$ cat config.mk
export PLATFORM = sky130hd
export DESIGN_NAME = ifetch_prefetch_buffer
export DESIGN_NICKNAME = d
export VERILOG_FILES = /design/src/rtl/ifetch_prefetch_buffer_pkg.sv /design/src/rtl/ifetch_prefetch_buffer_word_fifo.sv /design/src/rtl/ifetch_prefetch_buffer.sv
export SDC_FILE = /design/constraint.sdc
export NUM_CORES = 1
export LEC_CHECK = 0
export ABC_AREA = 1
export BUFFER_PORTS_ARGS = -buffer_cell sky130_fd_sc_hd__buf_2
export CORE_MARGIN = 2
export CORE_UTILIZATION = 44
export CTS_BUF_LIST = sky130_fd_sc_hd__clkbuf_2 sky130_fd_sc_hd__clkbuf_4 sky130_fd_sc_hd__clkbuf_8
export DETAILED_ROUTE_END_ITERATION = 12
export GPL_TIMING_DRIVEN = 0
export PLACE_DENSITY = 0.68
export SYNTH_ARGS = -nofsm -noshare
export SYNTH_HDL_FRONTEND = slang
export SYNTH_SLANG_ARGS = --single-unit
$ cat constraint.sdc
create_clock -name clk -period 5.3 [get_ports clk]
set_input_delay 0.265 -clock clk [delete_from_list [all_inputs] [get_ports clk]]
set_output_delay 0.265 -clock clk [all_outputs]
set_load 0.005 [all_outputs]
$ cat src/rtl/ifetch_prefetch_buffer_pkg.sv
// Shared defaults and the RVC length-detect helper for the instruction prefetch buffer.
package ifetch_prefetch_buffer_pkg;

  localparam int unsigned DEFAULT_DEPTH           = 4;
  localparam int unsigned DEFAULT_MAX_OUTSTANDING = 2;
  localparam logic [31:0] DEFAULT_RESET_PC        = 32'h0000_0000;

  // A halfword starts a 16-bit instruction unless its low two bits are 2'b11.
  function automatic logic is_compressed(input logic [15:0] halfword);
    return halfword[1:0] != 2'b11;
  endfunction

endpackage

$ cat src/rtl/ifetch_prefetch_buffer_word_fifo.sv
// Circular word buffer exposing the head word and the word behind it, with flush.
module ifb_word_fifo #(
  parameter  int unsigned DEPTH = 4,
  localparam int unsigned PW    = $clog2(DEPTH),
  localparam int unsigned CW    = $clog2(DEPTH + 1)
) (
  input  logic          clk,
  input  logic          reset,
  input  logic          flush,
  input  logic          push,
  input  logic [31:0]   push_data,
  input  logic          pop,
  output logic [31:0]   head,
  output logic [31:0]   next,
  output logic [CW-1:0] count
);

  logic [31:0]   mem [DEPTH];
  logic [PW-1:0] rd_ptr;
  logic [PW-1:0] wr_ptr;

  always_ff @(posedge clk) begin
    if (push) mem[wr_ptr] <= push_data;
  end

  always_ff @(posedge clk) begin
    if (reset || flush) begin
      rd_ptr <= '0;
      wr_ptr <= '0;
      count  <= '0;
    end else begin
      if (push) wr_ptr <= wr_ptr + PW'(1);
      if (pop)  rd_ptr <= rd_ptr + PW'(1);
      count <= count + CW'(push) - CW'(pop);
    end
  end

  // DEPTH is a power of two, so the +1 index wraps naturally.
  assign head = mem[rd_ptr];
  assign next = mem[rd_ptr + PW'(1)];

endmodule

$ cat src/rtl/ifetch_prefetch_buffer.sv
// Prefetches aligned words ahead of decode and realigns mixed 16/32-bit instructions.
module ifetch_prefetch_buffer
  import ifetch_prefetch_buffer_pkg::*;
#(
  parameter int unsigned DEPTH           = DEFAULT_DEPTH,
  parameter int unsigned MAX_OUTSTANDING = DEFAULT_MAX_OUTSTANDING,
  parameter logic [31:0] RESET_PC        = DEFAULT_RESET_PC
) (
  input  logic        clk,
  input  logic        reset,
  input  logic        redirect_i,
  input  logic [31:0] redirect_pc_i,
  output logic        imem_req_o,
  output logic [31:0] imem_addr_o,
  input  logic        imem_gnt_i,
  input  logic        imem_rvalid_i,
  input  logic [31:0] imem_rdata_i,
  output logic        instr_valid_o,
  output logic [31:0] instr_o,
  output logic [31:0] instr_pc_o,
  output logic        instr_is_compressed_o,
  input  logic        instr_ready_i
);

  localparam int unsigned CW = $clog2(DEPTH + 1);
  localparam int unsigned OW = $clog2(MAX_OUTSTANDING + 1);

  logic [31:0]   fetch_addr;
  logic [31:0]   pc;
  logic          hoff;
  logic [OW-1:0] outstanding;
  logic [OW-1:0] discard_cnt;
  logic [CW-1:0] fifo_count;
  logic [31:0]   head_word;
  logic [31:0]   next_word;
  logic [31:0]   credit_sum;
  logic          granted;
  logic          rvalid_live;
  logic          fifo_push;
  logic          fifo_pop;
  logic          consume;
  logic [15:0]   cand;
  logic          cand_comp;

  // Handshakes: a request is accepted when imem_req_o && imem_gnt_i; an
  // instruction transfers when instr_valid_o && instr_ready_i. Neither
  // valid nor req depends on its own partner's ready/gnt.
  assign credit_sum  = 32'(fifo_count) + 32'(outstanding);
  assign imem_req_o  = !reset && !redirect_i && (credit_sum < DEPTH)
                       && (32'(outstanding) < MAX_OUTSTANDING);
  assign imem_addr_o = fetch_addr;
  assign granted     = imem_req_o && imem_gnt_i;
  // Responses with nothing outstanding are leftovers from before a reset.
  assign rvalid_live = imem_rvalid_i && (outstanding != '0);
  assign fifo_push   = rvalid_live && !redirect_i && (discard_cnt == '0);

  assign cand       = hoff ? head_word[31:16] : head_word[15:0];
  assign cand_comp  = is_compressed(cand);
  assign instr_pc_o = pc;

  always_comb begin
    instr_valid_o         = 1'b0;
    instr_o               = '0;
    instr_is_compressed_o = 1'b0;
    if (!redirect_i) begin
      if (cand_comp || !hoff) instr_valid_o = (fifo_count != '0);
      else                    instr_valid_o = (fifo_count >= CW'(2));
    end
    if (instr_valid_o) begin
      instr_is_compressed_o = cand_comp;
      if (cand_comp)  instr_o = {16'h0000, cand};
      else if (hoff)  instr_o = {next_word[15:0], head_word[31:16]};
      else            instr_o = head_word;
    end
  end

  assign consume  = instr_valid_o && instr_ready_i;
  // A head word retires once the instruction ending in its upper half is taken.
  assign fifo_pop = consume && (!cand_comp || hoff);

  always_ff @(posedge clk) begin
    if (reset) begin
      fetch_addr  <= RESET_PC;
      pc          <= RESET_PC;
      hoff        <= 1'b0;
      outstanding <= '0;
      discard_cnt <= '0;
    end else begin
      outstanding <= outstanding + OW'(granted) - OW'(rvalid_live);
      if (redirect_i) begin
        fetch_addr  <= {redirect_pc_i[31:2], 2'b00};
        pc          <= {redirect_pc_i[31:1], 1'b0};
        hoff        <= redirect_pc_i[1];
        discard_cnt <= outstanding + OW'(granted) - OW'(rvalid_live);
      end else begin
        if (granted) fetch_addr <= fetch_addr + 32'd4;
        if (consume) begin
          pc   <= pc + (cand_comp ? 32'd2 : 32'd4);
          hoff <= hoff ^ cand_comp;
        end
        if (rvalid_live && (discard_cnt != '0)) discard_cnt <= discard_cnt - OW'(1);
      end
    end
  end

  ifb_word_fifo #(.DEPTH(DEPTH)) u_fifo (
    .clk       (clk),
    .reset     (reset),
    .flush     (redirect_i),
    .push      (fifo_push),
    .push_data (imem_rdata_i),
    .pop       (fifo_pop),
    .head      (head_word),
    .next      (next_word),
    .count     (fifo_count)
  );

endmodule

* Word level (Yosys, flattened, before mapping)
Memory sizes are Yosys's and may differ from the RTL's. A register that Yosys moved wholly into a read port is not among the register bits.
Index checks and enable logic that the tools add are counted.
** Storage, ports and cells
- Bits of input ports :: 70
- Output and inout bits :: 99
- Memory bits (writable) :: 128
- Flip-flop bits (word level) :: 76
- Memories :: 1
** Memories
- u_fifo.mem :: words 4, width 32, rd ports 2, clocked after memory_dff 1, wr ports 1, line ifetch_prefetch_buffer_word_fifo.sv:18 : logic [31:0] mem [DEPTH];
** Operators by class
- Mux-type cells :: 20
- Bitwise logic cells :: 1
- Reductions and logical operators :: 25
- Eq/ne operators :: 1
- $lt $le $gt $ge :: 3
- Add/sub/neg operators :: 10
** Operators by type and width (number)
- $mux 32 :: 7
- $add 32x3->32 :: 1
- $add 32x3->32 const B :: 1
- $mux 16 :: 1
- $logic_and 1x1->1 :: 10
- $reduce_bool 2->1 :: 5
- $mux 2 :: 4
- $mux 1 :: 7
- $add 2x1->2 const B :: 2
- $add 3x2->4 :: 1
- $logic_not 1->1 :: 4
- $lt 4x3->1 const B :: 1
- $add 3x1->3 :: 1
- $ge 3x2->1 const B :: 1
- $logic_or 1x1->1 :: 3
- $mux 3 :: 1
- $reduce_bool 3->1 :: 1
- $sub 3x1->3 :: 1
- $add 2x1->2 :: 1
- $logic_not 2->1 :: 1
- $lt 2x2->1 const B :: 1
- $ne 2x2->1 const B :: 1
- $reduce_or 2->1 :: 1
- $sub 2x1->2 :: 1
- 2 further kinds :: 2

* Depth between registers and ports, before layout
Gate-level depths: netlist (run 1).
- Depth after elaboration :: 9
- Mapped depth :: 19
- Mapped depth without buffers :: 19

* Modules after synthesis
A second synthesis (run 1) with hierarchy kept.
** Unflattened totals
- Cells, all modules :: 1530
- Area, all modules :: 11496.0 sq um
** By module, submodules not included
- ifb_word_fifo :: times used 1, sequential area each 4023.9 sq um, cells each 642, area an instance 6363.6 sq um
- ifetch_prefetch_buffer :: times used 1, sequential area each 1321.3 sq um, cells each 888, area an instance 5132.4 sq um

* Worst setup path after synthesis (run 1)
Ideal clock, no wire load.
- Path kind :: flip-flop to flip-flop
- Start point :: register discard_cnt[0]
- End point :: memory u_fifo.mem[0][0], enable pin
- Path slack :: 2.606 ns
- Cell stages (with the launch flop) :: 9
- Arrival time :: 2.273 ns
- Clock period less this slack :: 2.694 ns
- Required time :: 4.879 ns
- Path through :: dfxtp_1 -> inv_1 -> ha_1 -> inv_1 -> nor2_1 -> inv_1 -> nor2_1 -> inv_1 -> nor2_1
** Between the ends
- Word-level cells in the longest chain between the ends :: 4
** RTL lines
- start: declaration :: line ifetch_prefetch_buffer.sv:32 : logic [OW-1:0] discard_cnt;
- start signal: assignment :: line ifetch_prefetch_buffer.sv:94 : discard_cnt <= outstanding + OW'(granted) - OW'(rvalid_live);
- start signal: assignment :: line ifetch_prefetch_buffer.sv:101 : if (rvalid_live && (discard_cnt != '0)) discard_cnt <= discard_cnt - OW'(1);
- $logic_not 2->1 :: line ifetch_prefetch_buffer.sv:55 : assign fifo_push = rvalid_live && !redirect_i && (discard_cnt == '0);
- $logic_and 1x1->1 :: line ifetch_prefetch_buffer.sv:55
- named net fifo_push :: line ifetch_prefetch_buffer.sv:39 : logic fifo_push;
- $mux 1 :: line ifetch_prefetch_buffer_word_fifo.sv:23 : if (push) mem[wr_ptr] <= push_data;
- $mux 1 (not written as such) :: line ifetch_prefetch_buffer_word_fifo.sv:23
- end: declaration :: line ifetch_prefetch_buffer_word_fifo.sv:18
The timed path passes the listed nets, and every way through them passes these cells.

==> key figures, run 1 <==
Routing
  – Final ANT Viol Nets: 0
  – DRT Pass-1 Iters: 6
  – Per-cell routed wire length: 18.34 um
  – Vias: 10310
  – Remaining DRCs: 0
  – Total routed wirelength: 34200 um
  – Initial detailed-routing violation count: 1413
  – Vias/cell: 5.529

Setup path
  – Crit path buf inv count: 4
  – CP most frequent cell: buf_2
  – Crit path DAT: 2.81 ns
  – Critical Path Start Type: flop
  – CP required: 5.04 ns
  – CP Class: reg -> out
  – Crit-path leading delay family: buffers and inverters
  – CP cell instances: buf_6, buf_2, clkbuf_1, a21oi_1, a32o_1, a211oi_1, buf_2
  – Max incr delay on CP: 0.47 ns
  – Critical path's slowest cell: clkbuf_1
  – Crit Path Max Fanout: 10
  – CP endpoint kind: primary output

Power and ir drop
  – Internal Power: 2.874 mW
  – Peak VDD IR: 0.0001498 V
  – NetSw: 1.026 mW
  – Tot Pwr: 3.900 mW
  – Pwr/cell area: 295.1 nW/um2
  – Sw Ratio: 26.31%
  – Logic pwr share: 12.4%
  – Leak: 5.491 nW
  – Register share of total power: 46.7%
  – Clock Power Share: 40.9%

Die
  – Ports: 169
  – Die H: 160.3 um
  – Core ar.: 24180 um2
  – Starting Density: 44.43%
  – Row cnt: 57
  – DIE WIDTH: 160.3 um
  – Die Area: 25680 um2

Clocking
  – TritonCTS Buffers: 35
  – Clock root cell: clkbuf_8
  – Post-CTS Hold Buffers: 32
  – Htree depth: 2
  – Later-pin clock latency in the skew report: 0.54 ns
  – Clock sinks: 203
  – Reg clk slew, reported paths: 0.07 ns
  – CTS tree: done
  – Postcts setup bufs: 0
  – Max Root-Sink Buffers: 3
  – Cts repair resizes: 0

Status
  – Status: finished clean

GRT
  – Initial antenna violation count: 0
  – Met2 usage: 40.16%
  – First-pass GRT wire length: 52770 um
  – Pin count of the biggest net entering global routing: 26
  – Grt ovf: 0
  – GR met3 Demand/Resource: 4.519%
  – Vias in the first global route: 9641
  – Most used routing layer: met2
  – GRT Total Usage: 26.21%
  – Met1 usage: 37.66%

Place
  – Placed Area: 12100 um2
  – Sum of net half-perimeters after detailed placement: 24540 um
  – Global placement routability congestion: 0.9451
  – Dpl ws: 2.504 ns
  – PortBufs: 164
  – Placed Cells: 1771

Cells and area
  – Post-route core utilization: 54.66%
  – Layout cells sized above 1: 19.27%
  – Filler cells: 2202
  – Footprint of the multi-input gates: 4632 um2
  – Area delta synth->final: 23.00%
  – Final Net Count: 1599
  – Register area: 5345 um2
  – Final Cell Area: 13210 um2
  – Non-Filler Instances: 1865
  – Ant diodes: 0

Synthesis
  – Mean area per synthesized cell: 8.413 um2
  – Top_reg_cell synth: edfxtp_1
  – Synthesized cell area: 10740 um2
  – EDFF count, synth: 128
  – Yosys cell types: 55
  – Register bit total from synthesis: 203
  – Synth Warn #: 0
  – Synth async-reset ratio: 0%
  – Sequential fraction of the synthesis area: 49.76%
  – Gate Count Post-Synth: 1277

Timing
  – Max-slew headroom: 52.45%
  – Worst slew pin tran: 0.7132 ns
  – Setup ws final: 2.226 ns
  – Final Critical Period: 3.074 ns
  – Worst hold margin: 0.03319 ns
  – Hold Vio Cnt, Final: 0
  – Final Setup Violations: 0
  – Unrepaired setup endpoints after global routing: no
  – Period Utilization, post-route: 57.99%
  – Setup Skew: 0.04822 ns
  – Setup_tns: 0 ns
  – Max-slew violation count: 0
  – Highest clock rate: 0.3253 GHz

Run
  – Max cap viols: 0

Min path
  – Worst hold path type: in -> reg
cells by family (layout without fill, tap and decap cells):
logic type | after synthesis | in the layout | synth area share, %
AND/OR/NAND/NOR | 591 | 591 | 24.48
AO/OA/AOI/OAI | 247 | 247 | 14.14
flip-flops | 203 | 203 | 49.76
buffers and inverters | 191 | 453 | 7.477
XOR/XNOR | 31 | 31 | 2.527
adder cells (fa/ha/maj) | 13 | 13 | 1.584
other | 1 | 3 | 0.03491
synth_stat cells, types with 2 or more instances:
cell	instances	share of area, %
nand2_1	292	10
nor2_1	148	5.2
edfxtp_1	128	36
inv_1	119	4.2
o21ai_0	77	3.6
dfxtp_1	75	14
nand3_1	59	2.7
a21oi_1	55	2.6
clkbuf_1	35	1.2
a31oi_1	30	1.7
nand4_1	27	1.6
xor2_1	26	2.1
o221ai_1	20	1.6
o22ai_1	17	0.99
nor3_1	15	0.70
a211oi_1	14	0.98
a32o_1	14	1.3
ha_1	12	1.4
buf_2	10	0.47
nand3_2	10	0.93
buf_1	7	0.24
buf_4	6	0.42
inv_2	6	0.21
nor4_1	6	0.35
o21ai_1	6	0.28
buf_6	5	0.52
nand2_2	5	0.29
nand3b_1	5	0.35
or2_2	5	0.29
xnor2_1	5	0.41
a21oi_2	4	0.33
nand2_4	4	0.42
nor2_2	4	0.23
o21a_1	3	0.21
a32oi_1	2	0.16
nand4_2	2	0.23
cell usage in the layout (no fill, tap or decap), types with 6 or more instances in the layout:
master	n
ha_1	12
clkbuf_1	35
nand3_1	59
buf_4	6
clkbuf_8	46
nand3_2	10
a211oi_1	14
o21ai_1	6
a31oi_1	30
inv_1	119
o22ai_1	17
nor4_1	6
nor3_1	15
nor2_1	144
edfxtp_1	128
dfxtp_1	75
nand2_1	292
o221ai_1	20
a21oi_1	55
xor2_1	26
nand4_1	27
inv_2	6
a32o_1	14
clkinv_1	7
buf_2	174
buf_1	7
dlygate4sd3_1	32
o21ai_0	77
final timing paths:
path,start,endpoint,slack [ns],cells past startpoint
worst max-delay path,flop,instr_o[3],2.23,7
worst min-delay path,redirect_pc_i[22],instr_pc_o[22]$_SDFFE_PP0P_,0.03,3
worst max register to register,outstanding[1]$_SDFF_PP0_,discard_cnt[1]$_SDFFE_PP0P_,2.49,13
worst min register to register,imem_addr_o[27]$_SDFFE_PP0P_,imem_addr_o[27]$_SDFFE_PP0P_,0.50,2
area by class of cell:
type | instances | share of cell area, %
Clock inverter | 14 | 1.089
Tap cell | 324 | 3.068
Multi-Input combinational cell | 885 | 35.05
Timing Repair Buffer | 200 | 9.355
Sequential cell | 203 | 40.45
Inverter | 127 | 3.627
Buffer | 64 | 2.452
Clock buffer | 48 | 4.905
power by group through the flow:
stage	clock [mW]	combinational (mW)	sequential, mW
3_3_place_gp	0	0.441	1.85
3_5_place_dp	0	0.456	1.85
4_1_cts	1.62	0.477	1.82
6_report	1.60	0.484	1.82
5_1_grt	1.68	0.534	1.83
2_1_floorplan	0	0.273	1.83
metal layers:
| layer | part of all wire, % | vias up |
|---|---|---|
| li1 | - | 4877 |
| met1 | 44 | 4835 |
| met2 | 44 | 533 |
| met3 | 9.8 | 67 |
| met4 | 2.7 | 0 |
| met5 | 0 | - |
flip-flops by register name (all words and copies together), names as in the netlist, named ones only:
name,cells
u_fifo.mem,128
instr_pc_o,31
imem_addr_o,30
u_fifo.count,3
discard_cnt,2
outstanding,2
u_fifo.rd_ptr,2
u_fifo.wr_ptr,2
hoff,1
worst reg2reg max path: stages (launching register included):
cell,delay (ns)
dfxtp_1,0.37
ha_1,0.21
nor3_1,0.12
nand2_1,0.06
a31oi_1,0.29
nand2_1,0.21
clkbuf_1,0.31
ha_1,0.37
inv_1,0.04
ha_1,0.17
xor2_1,0.16
xor2_1,0.20
o21ai_0,0.10
a21oi_1,0.14
Power figures use the tool's default switching activity.
==> run 2, diff against run 1 <==
--- a/config.mk
+++ b/config.mk
@@ -12,7 +12,7 @@
 export CTS_BUF_LIST = sky130_fd_sc_hd__clkbuf_2 sky130_fd_sc_hd__clkbuf_4 sky130_fd_sc_hd__clkbuf_8
 export DETAILED_ROUTE_END_ITERATION = 12
 export GPL_TIMING_DRIVEN = 0
-export PLACE_DENSITY = 0.68
+export PLACE_DENSITY = 0.7
 export SYNTH_ARGS = -nofsm -noshare
 export SYNTH_HDL_FRONTEND = slang
 export SYNTH_SLANG_ARGS = --single-unit
==> constraint.sdc (replaced) <==
create_clock -name clk -period 2.8 [get_ports clk]
set_input_delay 0.14 -clock clk [delete_from_list [all_inputs] [get_ports clk]]
set_output_delay 0.14 -clock clk [all_outputs]
set_load 0.005 [all_outputs]
==> run 2 against run 1 <==
  * Count of clock-buffer cells in the layout fell by 1
  * Total power rose by 92%
  * Worst hold slack got worse by 0.031 ns
==> key figures, run 2 (same netlist as run 1, synthesis figures left out) <==
Die
  – Starting Density: 44.43%
  – Die Area: 25680 um2
  – Die H: 160.3 um
  – DIE WIDTH: 160.3 um
  – Core ar.: 24180 um2
  – Ports: 169
  – Row cnt: 57

Setup path
  – Crit path DAT: 2.61 ns
  – Critical Path Start Type: flop
  – CP endpoint kind: primary output
  – Crit Path Max Fanout: 10
  – CP Class: reg -> out
  – CP required: 2.66 ns

Clocking
  – Max Root-Sink Buffers: 3
  – Reg clk slew, reported paths: 0.06 ns
  – Htree depth: 2
  – CTS tree: done
  – Clock sinks: 203
  – Postcts setup bufs: 0
  – TritonCTS Buffers: 38
  – Later-pin clock latency in the skew report: 0.56 ns
  – Clock root cell: clkbuf_8

Power and ir drop
  – Clock Power Share: 41.1%
  – Tot Pwr: 7.478 mW
  – Sw Ratio: 26.57%
  – Register share of total power: 46.1%
  – Logic pwr share: 12.8%
  – Peak VDD IR: 0.0003466 V
  – NetSw: 1.987 mW
  – Internal Power: 5.491 mW
  – Leak: 5.599 nW
  – Pwr/cell area: 556.0 nW/um2

Routing
  – Vias: 10500
  – DRT Pass-1 Iters: 6
  – Vias/cell: 5.578
  – Initial detailed-routing violation count: 1245
  – Total routed wirelength: 35590 um
  – Final ANT Viol Nets: 0
  – Per-cell routed wire length: 18.90 um
  – Remaining DRCs: 0

Cells and area
  – Number of flip-flops under the largest register name: 128
  – Commonest non-fill, non-tap cell in the layout: nand2_1
  – Post-route core utilization: 55.62%
  – Top reg by flops: u_fifo.mem
  – Final Cell Area: 13450 um2
  – Area delta synth->final: 25.18%
  – Filler cells: 2202
  – Register area: 5345 um2
  – Layout cells sized above 1: 20.22%
  – Most frequent cells in the layout: nand2_1 (291), buf_2 (174), nor2_1 (144)
  – Final Net Count: 1620
  – Footprint of the multi-input gates: 4666 um2

Timing
  – Final Critical Period: 2.746 ns
  – Unrepaired setup endpoints after global routing: yes
  – Highest clock rate: 0.3642 GHz
  – Max-slew violation count: 0
  – Setup ws final: 0.05396 ns
  – Hold Vio Cnt, Final: 0
  – Setup Skew: 0.04883 ns
  – Worst slew pin tran: 0.7876 ns
  – Max-slew headroom: 47.49%
  – Final Setup Violations: 0
  – Period Utilization, post-route: 98.07%

GRT
  – Vias in the first global route: 10100
  – Initial antenna violation count: 1
  – GRT Total Usage: 27.29%
  – Pin count of the biggest net entering global routing: 27
  – Grt ovf: 0
  – First-pass GRT wire length: 55190 um

Min path
  – Worst hold path type: in -> reg
  – Start point of the worst hold path: redirect_pc_i[2]

Run
  – Max cap viols: 0

Place
  – Sum of net half-perimeters after detailed placement: 24980 um
  – Dpl ws: 0.03061 ns
  – Global placement routability congestion: 0.9564
  – Placed Area: 12090 um2
  – PortBufs: 164

Status
  – Status: finished clean
-- run 2: path summary, 6_finish.rpt --
kind                                               endpoint  slack (ns)  depth (start not counted)
worst max-delay path                            instr_o[18]        0.05                         14
worst min-delay path            imem_addr_o[2]$_SDFFE_PP0P_       0.002                          3
worst max register to register   u_fifo.count[2]$_SDFF_PP0_        0.18                         16
worst min register to register  discard_cnt[0]$_SDFFE_PP0P_        0.53                          3
-- run 2: through the flow --
stage	instances	hold slack (ns)	setup TNS (ns)
global route	1883	0.03160	-0.03657
detailed placement	1771	0.3557	0
floorplan	1279	0.2389	0
global placement	1767	0.3525	-148.11
CTS	1882	0.002106	0
finish	1883	0.002214	0
-- run 2: timing repair --
item                                    in CTS  in global routing
hold buffers                                50                  0
endpoints found under the setup margin       3                 34
resized for setup                            4                 22
hold endpoints to repair                   152                  0
pin swaps                                    0                  1
-- run 2: critical path, cell delays in order, from the launching register on --
cell,delay [ns]
dfxtp_1,0.32
inv_2,0.18
nand2_1,0.08
nand3_1,0.13
nand3_2,0.12
nand2_4,0.14
nand3_4,0.09
nand2_4,0.08
nand3_2,0.07
buf_4,0.20
nor2_2,0.10
inv_2,0.10
buf_6,0.16
nor2_1,0.16
buf_2,0.15
-- run 2: power groups by stage --
stage | Sequential, mW | Combinational (mW) | Clock [mW]
6_report | 3.45 | 0.957 | 3.07
5_1_grt | 3.46 | 1.05 | 3.23
4_1_cts | 3.44 | 0.930 | 3.11
3_5_place_dp | 3.50 | 0.869 | 0
3_3_place_gp | 3.50 | 0.831 | 0
2_1_floorplan | 3.47 | 0.517 | 0
-- run 2: metal layers --
metal | wire, um | global-route usage, %
met1 | 15460 | 38.28
met2 | 15770 | 42.46
met3 | 3395 | 5.091
met4 | 965 | 9.664
met5 | 0 | 0
-- run 2: cell type report --
cell class,instances,area share [%]
Clock buffer,47,4.578
Clock inverter,14,1.349
Sequential cell,203,39.75
Multi-Input combinational cell,885,34.69
Inverter,127,3.601
Buffer,64,2.521
Timing Repair Buffer,218,10.48
Tap cell,324,3.015
Antenna cell,1,0.01861
